<file path="src/rtl/apb4_arbiter2.sv">
// Two-requester APB4 arbiter: round-robin grant per transfer onto one
// downstream APB4 slave.
//
// Ports:
//   clk_i, rst_n_i        clock (rising edge), async active-low reset
//   s_psel_i[1:0]         requester psel, bit n = requester n
//   s_penable_i[1:0]      requester penable (not used for arbitration)
//   s_pwrite_i[1:0]       requester pwrite
//   s_paddr_i[2*AW-1:0]   packed addresses, [AW*n +: AW] = requester n
//   s_pprot_i[5:0]        packed pprot, 3 bits each
//   s_pstrb_i[2*DW/8-1:0] packed pstrb
//   s_pwdata_i[2*DW-1:0]  packed write data
//   s_pready_o[1:0]       completion pulse, granted requester only
//   s_prdata_o[DW-1:0]    read data, valid with s_pready_o
//   s_pslverr_o[1:0]      forwarded pslverr, granted requester only
//   m_*                   downstream APB4 master port
module apb4_arbiter2 #(
  parameter int AW = 32,
  parameter int DW = 32
) (
  input  logic              clk_i,
  input  logic              rst_n_i,
  input  logic [1:0]        s_psel_i,
  input  logic [1:0]        s_penable_i,
  input  logic [1:0]        s_pwrite_i,
  input  logic [2*AW-1:0]   s_paddr_i,
  input  logic [5:0]        s_pprot_i,
  input  logic [2*DW/8-1:0] s_pstrb_i,
  input  logic [2*DW-1:0]   s_pwdata_i,
  output logic [1:0]        s_pready_o,
  output logic [DW-1:0]     s_prdata_o,
  output logic [1:0]        s_pslverr_o,
  output logic              m_psel_o,
  output logic              m_penable_o,
  output logic              m_pwrite_o,
  output logic [AW-1:0]     m_paddr_o,
  output logic [2:0]        m_pprot_o,
  output logic [DW/8-1:0]   m_pstrb_o,
  output logic [DW-1:0]     m_pwdata_o,
  input  logic              m_pready_i,
  input  logic [DW-1:0]     m_prdata_i,
  input  logic              m_pslverr_i
);

  localparam int SW = DW / 8;

  typedef enum logic [1:0] {
    IDLE   = 2'd0,
    SETUP  = 2'd1,
    ACCESS = 2'd2
  } state_t;

  state_t          r_state;
  state_t          w_state_nxt;
  logic            r_rr;
  logic            r_gnt;
  logic            r_pwrite;
  logic [AW-1:0]   r_paddr;
  logic [2:0]      r_pprot;
  logic [SW-1:0]   r_pstrb;
  logic [DW-1:0]   r_pwdata;

  logic            w_req;
  logic            w_gnt;
  logic            w_cap;
  logic            w_done;
  logic            w_unused;

  // penable carries no information the arbiter needs.
  assign w_unused = ^s_penable_i;

  assign w_req  = |s_psel_i;
  // Requester 1 wins when alone, or when both ask and it holds priority.
  assign w_gnt  = s_psel_i[1] & (~s_psel_i[0] | r_rr);
  assign w_cap  = (r_state == IDLE) & w_req;
  assign w_done = (r_state == ACCESS) & m_pready_i;

  always_comb begin
    w_state_nxt = r_state;
    unique case (r_state)
      IDLE:    if (w_req) w_state_nxt = SETUP;
      SETUP:   w_state_nxt = ACCESS;
      ACCESS:  if (m_pready_i) w_state_nxt = IDLE;
      default: w_state_nxt = IDLE;
    endcase
  end

  always_ff @(posedge clk_i or negedge rst_n_i) begin
    if (!rst_n_i) begin
      r_state <= IDLE;
      r_rr    <= 1'b0;
    end else begin
      r_state <= w_state_nxt;
      if (w_done) r_rr <= ~r_gnt;
    end
  end

  always_ff @(posedge clk_i or negedge rst_n_i) begin
    if (!rst_n_i) begin
      r_gnt    <= 1'b0;
      r_pwrite <= 1'b0;
      r_paddr  <= '0;
      r_pprot  <= '0;
      r_pstrb  <= '0;
      r_pwdata <= '0;
    end else if (w_cap) begin
      r_gnt    <= w_gnt;
      r_pwrite <= w_gnt ? s_pwrite_i[1] : s_pwrite_i[0];
      r_paddr  <= w_gnt ? s_paddr_i[2*AW-1:AW]
                        : s_paddr_i[AW-1:0];
      r_pprot  <= w_gnt ? s_pprot_i[5:3] : s_pprot_i[2:0];
      r_pstrb  <= w_gnt ? s_pstrb_i[2*SW-1:SW]
                        : s_pstrb_i[SW-1:0];
      r_pwdata <= w_gnt ? s_pwdata_i[2*DW-1:DW]
                        : s_pwdata_i[DW-1:0];
    end
  end

  // psel/penable decode straight from state so reset drops them at once.
  assign m_psel_o    = (r_state != IDLE);
  assign m_penable_o = (r_state == ACCESS);
  assign m_pwrite_o  = r_pwrite;
  assign m_paddr_o   = r_paddr;
  assign m_pprot_o   = r_pprot;
  assign m_pstrb_o   = r_pstrb;
  assign m_pwdata_o  = r_pwdata;

  assign s_pready_o  = {w_done & r_gnt, w_done & ~r_gnt};
  assign s_pslverr_o = {w_done & r_gnt & m_pslverr_i,
                        w_done & ~r_gnt & m_pslverr_i};
  assign s_prdata_o  = w_done ? m_prdata_i : '0;

endmodule

</file>
<file path="config.mk">
export PLATFORM = sky130hd
export DESIGN_NAME = apb4_arbiter2
export DESIGN_NICKNAME = d
export VERILOG_FILES = /design/src/rtl/apb4_arbiter2.sv
export SDC_FILE = /design/constraint.sdc
export NUM_CORES = 1
export LEC_CHECK = 0
export CAP_MARGIN = 10
export CORE_ASPECT_RATIO = 0.5
export CORE_UTILIZATION = 35
export DETAILED_ROUTE_END_ITERATION = 7
export PLACE_DENSITY_LB_ADDON = 0.2
export SYNTH_ARGS = -nofsm -noshare
export SYNTH_HDL_FRONTEND = slang
export SYNTH_SLANG_ARGS = --single-unit
export TNS_END_PERCENT = 50
</file>
<file path="constraint.sdc">
create_clock -name clk_i -period 1.6 [get_ports clk_i]
set_input_delay 0.32 -clock clk_i [delete_from_list [all_inputs] [get_ports clk_i]]
set_output_delay 0.32 -clock clk_i [all_outputs]
set_load 0.05 [all_outputs]
</file>
==> results.rst, run 1 <==
.. list-table::
   :header-rows: 1

   * - Metric
     - Value
   * - Fraction of power consumed by combinational cells
     - 64.4%
   * - Sequential fraction of design power
     - 22.7%
   * - Area grow syn2layout
     - 93.10%
   * - Die H
     - 78.02 µm
   * - Run status
     - complete, but fails checks
   * - Drt wl/cell
     - 18.55 µm
   * - Crit path max-delay family
     - simple AND/OR/NAND/NOR gates
   * - Crit path capture
     - s_pslverr_o[0]
   * - Buf/Inv on CP
     - 2
   * - Net count of the mapped netlist
     - 658
   * - Count of distinct cell types in the synthesized netlist
     - 22
   * - Pre-CTS setup slack
     - -310.2 ps
   * - Max clock buf depth
     - 2
   * - Number of nets with antenna violations after routing
     - 0
   * - Share of Yosys cell area claimed by the top area cell type
     - 47.02%
   * - Ratio of final minimum period to clock period
     - 117.5%
   * - CTS Sinks
     - 76
   * - Net switching component of the power
     - 7.876 mW
   * - Sort of element at the end of the critical path
     - output port
   * - Data arrival at the endpoint of the critical path
     - 1560 ps
   * - Root buf cell
     - sky130_fd_sc_hd__clkbuf_16
   * - Ordered cell list for the critical path
     - and3b_2 > buf_6 > nand2_2 > nor2_4 > buf_12
   * - Setup repair after global routing missed its margin
     - yes
   * - Most used standard cells in the synthesized netlist
     - sky130_fd_sc_hd__dfrtp_1, sky130_fd_sc_hd__a21oi_1, sky130_fd_sc_hd__a31oi_1, sky130_fd_sc_hd__nand3_1, sky130_fd_sc_hd__o21ai_1
   * - Diodes inserted
     - 0
   * - Final worst setup slack
     - -279.3 ps
   * - Non-Filler Instances
     - 902
   * - Most used flip-flop cell after synthesis
     - sky130_fd_sc_hd__dfrtp_1
   * - Detailed-route DRC error count
     - 0
   * - Horiz. Die Dim
     - 154.0 µm
   * - Max transition margin
     - 71.98%
   * - Via/cell ratio
     - 5.446
   * - Dominant cell by count in the synthesized netlist
     - sky130_fd_sc_hd__dfrtp_1
   * - EDFF count, synth
     - 0
   * - Startpoint-to-endpoint class of the critical path
     - reg -> out
   * - Library cell occupying the most area in the post-synthesis netlist
     - sky130_fd_sc_hd__dfrtp_1
   * - Number of H-tree levels
     - 3
   * - Number of flip-flops and latches in the synthesized netlist
     - 76
   * - Final net count
     - ~940
   * - Clock network latency to the later pin of the worst-skew pair
     - ~330 ps
   * - Number of buffers created by CTS
     - 9
   * - Maximum number of pins on one net before global-route repair
     - 60
   * - Worst setup path startpoint
     - r_state[0]
   * - Beginning of the worst register-to-register path
     - r_state[0]
   * - Crit Path Max Fanout
     - 7
   * - Slowest stage cell on the critical path
     - sky130_fd_sc_hd__dfrtp_1
   * - Total of fill cells in the finished design
     - around 880
   * - Sequential area share after synthesis
     - 47.02%
   * - WL final
     - 16730 µm
   * - Starting density of the core
     - 36.40%
   * - Share of final-layout standard cells stronger than drive strength 1
     - 26.55%
   * - Number of cells on the critical path
     - 5
   * - Post-route clock skew
     - about 6.1 ps
   * - Clock power frac
     - 12.9%
   * - Final Core Density
     - 70.28%
   * - Violation count after the first detailed-route iteration
     - between 200 and 300
   * - Final estimated routing congestion in global placement
     - around 0.82
   * - Areal power density over the cells
     - 1978 mW/mm²
   * - Antenna violations before repair
     - 1
   * - Mapped Area
     - 0.004045 mm²
   * - I/O pin cnt
     - 294
   * - Iteration count of the initial detailed-routing pass
     - 5
   * - Final HPWL from detailed placement
     - 11810 µm
   * - Minimum period implied by the final worst setup slack
     - 1879 ps
   * - Required arrival time at the worst endpoint
     - between 1000 and 1500 ps
   * - FP Rows
     - 27
   * - Actual transition at the worst max-transition pin
     - 420.2 ps
   * - Switching share of power
     - between 50% and 60%
   * - Proportion of register bits with asynchronous set or reset after synthesis
     - 100.0%
   * - RR Endpoint
     - m_pstrb_o[3]
   * - Top cells by area in the synthesized netlist
     - sky130_fd_sc_hd__dfrtp_1, sky130_fd_sc_hd__a31oi_1, sky130_fd_sc_hd__a21oi_1, sky130_fd_sc_hd__nand3_1, sky130_fd_sc_hd__o21ai_1
   * - Total Routing Usage GR
     - 27.81%
   * - Worst R2R Setup Slack
     - 100 ps
   * - Violated checks
     - negative setup slack
   * - Total Power
     - 15.45 mW
   * - Detailed-route via count
     - 4912
   * - Worst IR drop on VDD
     - 954.5 µV
   * - Worst Reg2Reg Path Length in Cells
     - 6
   * - Via count of the first global-routing pass
     - 4885
   * - Maximum single-stage delay on the critical path
     - 380 ps
   * - Highest Clock Rate
     - around 0.53 GHz
   * - Wire length of the first global-routing pass
     - 26330 µm
   * - Number of synthesis warnings
     - 0
   * - Sort of element at the start of the critical path
     - flop
   * - Number of input and output port buffers inserted
     - roughly 290
   * - Total leakage power
     - about 3.2 nW
   * - Core area
     - 0.01111 mm²
   * - Post-synthesis average cell area
     - 8.534 µm²
   * - Min-delay worst type
     - in -> reg
   * - Number of standard cells after synthesis
     - 474
   * - Die Area
     - 0.01202 mm²
   * - Number of max-cap violations
     - 0
   * - Clock slew at the register clock pins of the worst setup and hold paths
     - 60 ps
   * - Hold Violations, Final
     - 0
   * - Number of placed instances, taps included
     - around 880
   * - Overflow after GRT
     - 0
   * - CTS tree
     - yes
   * - Cell Int Power
     - between 7 and 8 mW
   * - Slew Limit Fails
     - 0
   * - Final setup vio count
     - 36
layout make-up:
class / count / area [µm²] / share of cell area [%]
repair buffers: 324 / 3473 / 44.47
multi-input cells: 339 / 1949 / 24.96
flip-flops and latches: 76 / 1902 / 24.35
clock buffers: 12 / 266.5 / 3.412
well taps: 145 / 181.4 / 2.323
clock inverters: 4 / 31.28 / 0.4004
inverters: 2 / 7.507 / 0.09611
power groups by stage:
stage	registers, mW	logic (mW)	clock network, mW
final	3.50	9.96	1.99
after global routing	3.62	10.5	2.10
after CTS	3.50	9.94	2.03
after detailed placement	3.50	9.81	0
after global placement	3.46	9.70	0
after floorplan	6.66	2.95	0
repair_timing:
action,4_1_cts,5_1_grt
setup buffers,0,1
hold buffers,1,0
pin swaps,11,2
resized for setup,27,7
hold endpoints to repair,26,0
gates cloned,3,0
setup endpoints to repair,37,38
worst reg2reg max path, delay by kind of cell (launching register included):
| family | cells | cell delay, ps |
|---|---|---|
| simple gates | 2 | 370 |
| flops | 1 | 380 |
| buf+inv | 3 | 510 |
| compound gates | 1 | 120 |
how the worst min path moves through the flow:
stage               start  slack [ps]            end  cells past startpoint
6_report       m_pready_i         410     r_state[1]                      3
5_1_grt        m_pready_i         410     r_state[1]                      3
4_1_cts        m_pready_i         390     r_state[1]                      3
3_5_place_dp      rst_n_i         280  m_paddr_o[19]                      1
3_3_place_gp      rst_n_i         280  m_paddr_o[19]                      1
2_1_floorplan     rst_n_i          20   m_paddr_o[0]                      0
through the flow:
stage	area, µm²	setup TNS [ps]	hold WS [ps]
2_1_floorplan	4066	-1098	24.41
3_3_place_gp	7392	-16060	276.8
3_5_place_dp	7392	-17860	280.3
4_1_cts	7782	-8406	389.3
5_1_grt	7811	-10770	414.4
6_report	7811	-8545	410.2
layer usage:
metal	GRT usage (%)	share of wire, %	vias to the layer above
met2	49.05	52	190
met4	7.200	1.6	2
met3	7.675	7.0	24
met1	33.73	39	2394
li1	-	-	2302
met5	0	0.078	-
placed cells by master (no fill, tap or decap), drive strengths merged:
master and count:
clkinvlp 3, clkbuf 12, a21oi 72, or2 1, nor2b 3, mux2i 1, o31ai 1, nand3 72
dlygate4sd3 1, clkdlybuf4s50 178, and2 33, and3 1, nand2 1, inv 3, dlygate4sd2 1, a31oi 72
o21ai 73, dfrtp 76, and3b 1, nor2 6, nand2b 2, buf 144
registers in the layout, summed over array words and instances, names as in the netlist:
| signal | flops |
|---|---|
| r_rr | 1 |
| m_pstrb_o | 4 |
| m_pwrite_o | 1 |
| m_pwdata_o | 32 |
| r_state | 2 |
| r_gnt | 1 |
| m_pprot_o | 3 |
| m_paddr_o | 32 |
logic make-up after synthesis:
| logic type | after synthesis | synth area share (%) |
|---|---|---|
| muxes | 1 | 0.2475 |
| buffers and inverters | 59 | 7.145 |
| and+or+nand+nor | 120 | 16.33 |
| DFF | 76 | 47.02 |
| AOI/OAI and AO/OA | 218 | 29.26 |
Note: power is estimated with default switching activity, not from simulation.
==> run 2, diff against run 1 <==
--- a/config.mk
+++ b/config.mk
@@ -5,7 +5,6 @@
 export SDC_FILE = /design/constraint.sdc
 export NUM_CORES = 1
 export LEC_CHECK = 0
-export CAP_MARGIN = 10
 export CORE_ASPECT_RATIO = 0.5
 export CORE_UTILIZATION = 35
 export DETAILED_ROUTE_END_ITERATION = 7
==> results of run 2 <==
No change in the layout: final DEF, timing and power equal those of run 1.
==> run 3, diff against run 2 <==
--- a/config.mk
+++ b/config.mk
@@ -9,6 +9,7 @@
 export CORE_UTILIZATION = 35
 export DETAILED_ROUTE_END_ITERATION = 7
 export PLACE_DENSITY_LB_ADDON = 0.2
+export SLEW_MARGIN = 20
 export SYNTH_ARGS = -nofsm -noshare
 export SYNTH_HDL_FRONTEND = slang
 export SYNTH_SLANG_ARGS = --single-unit
==> results of run 3 <==
No change in the layout: final DEF, timing and power equal those of run 1.
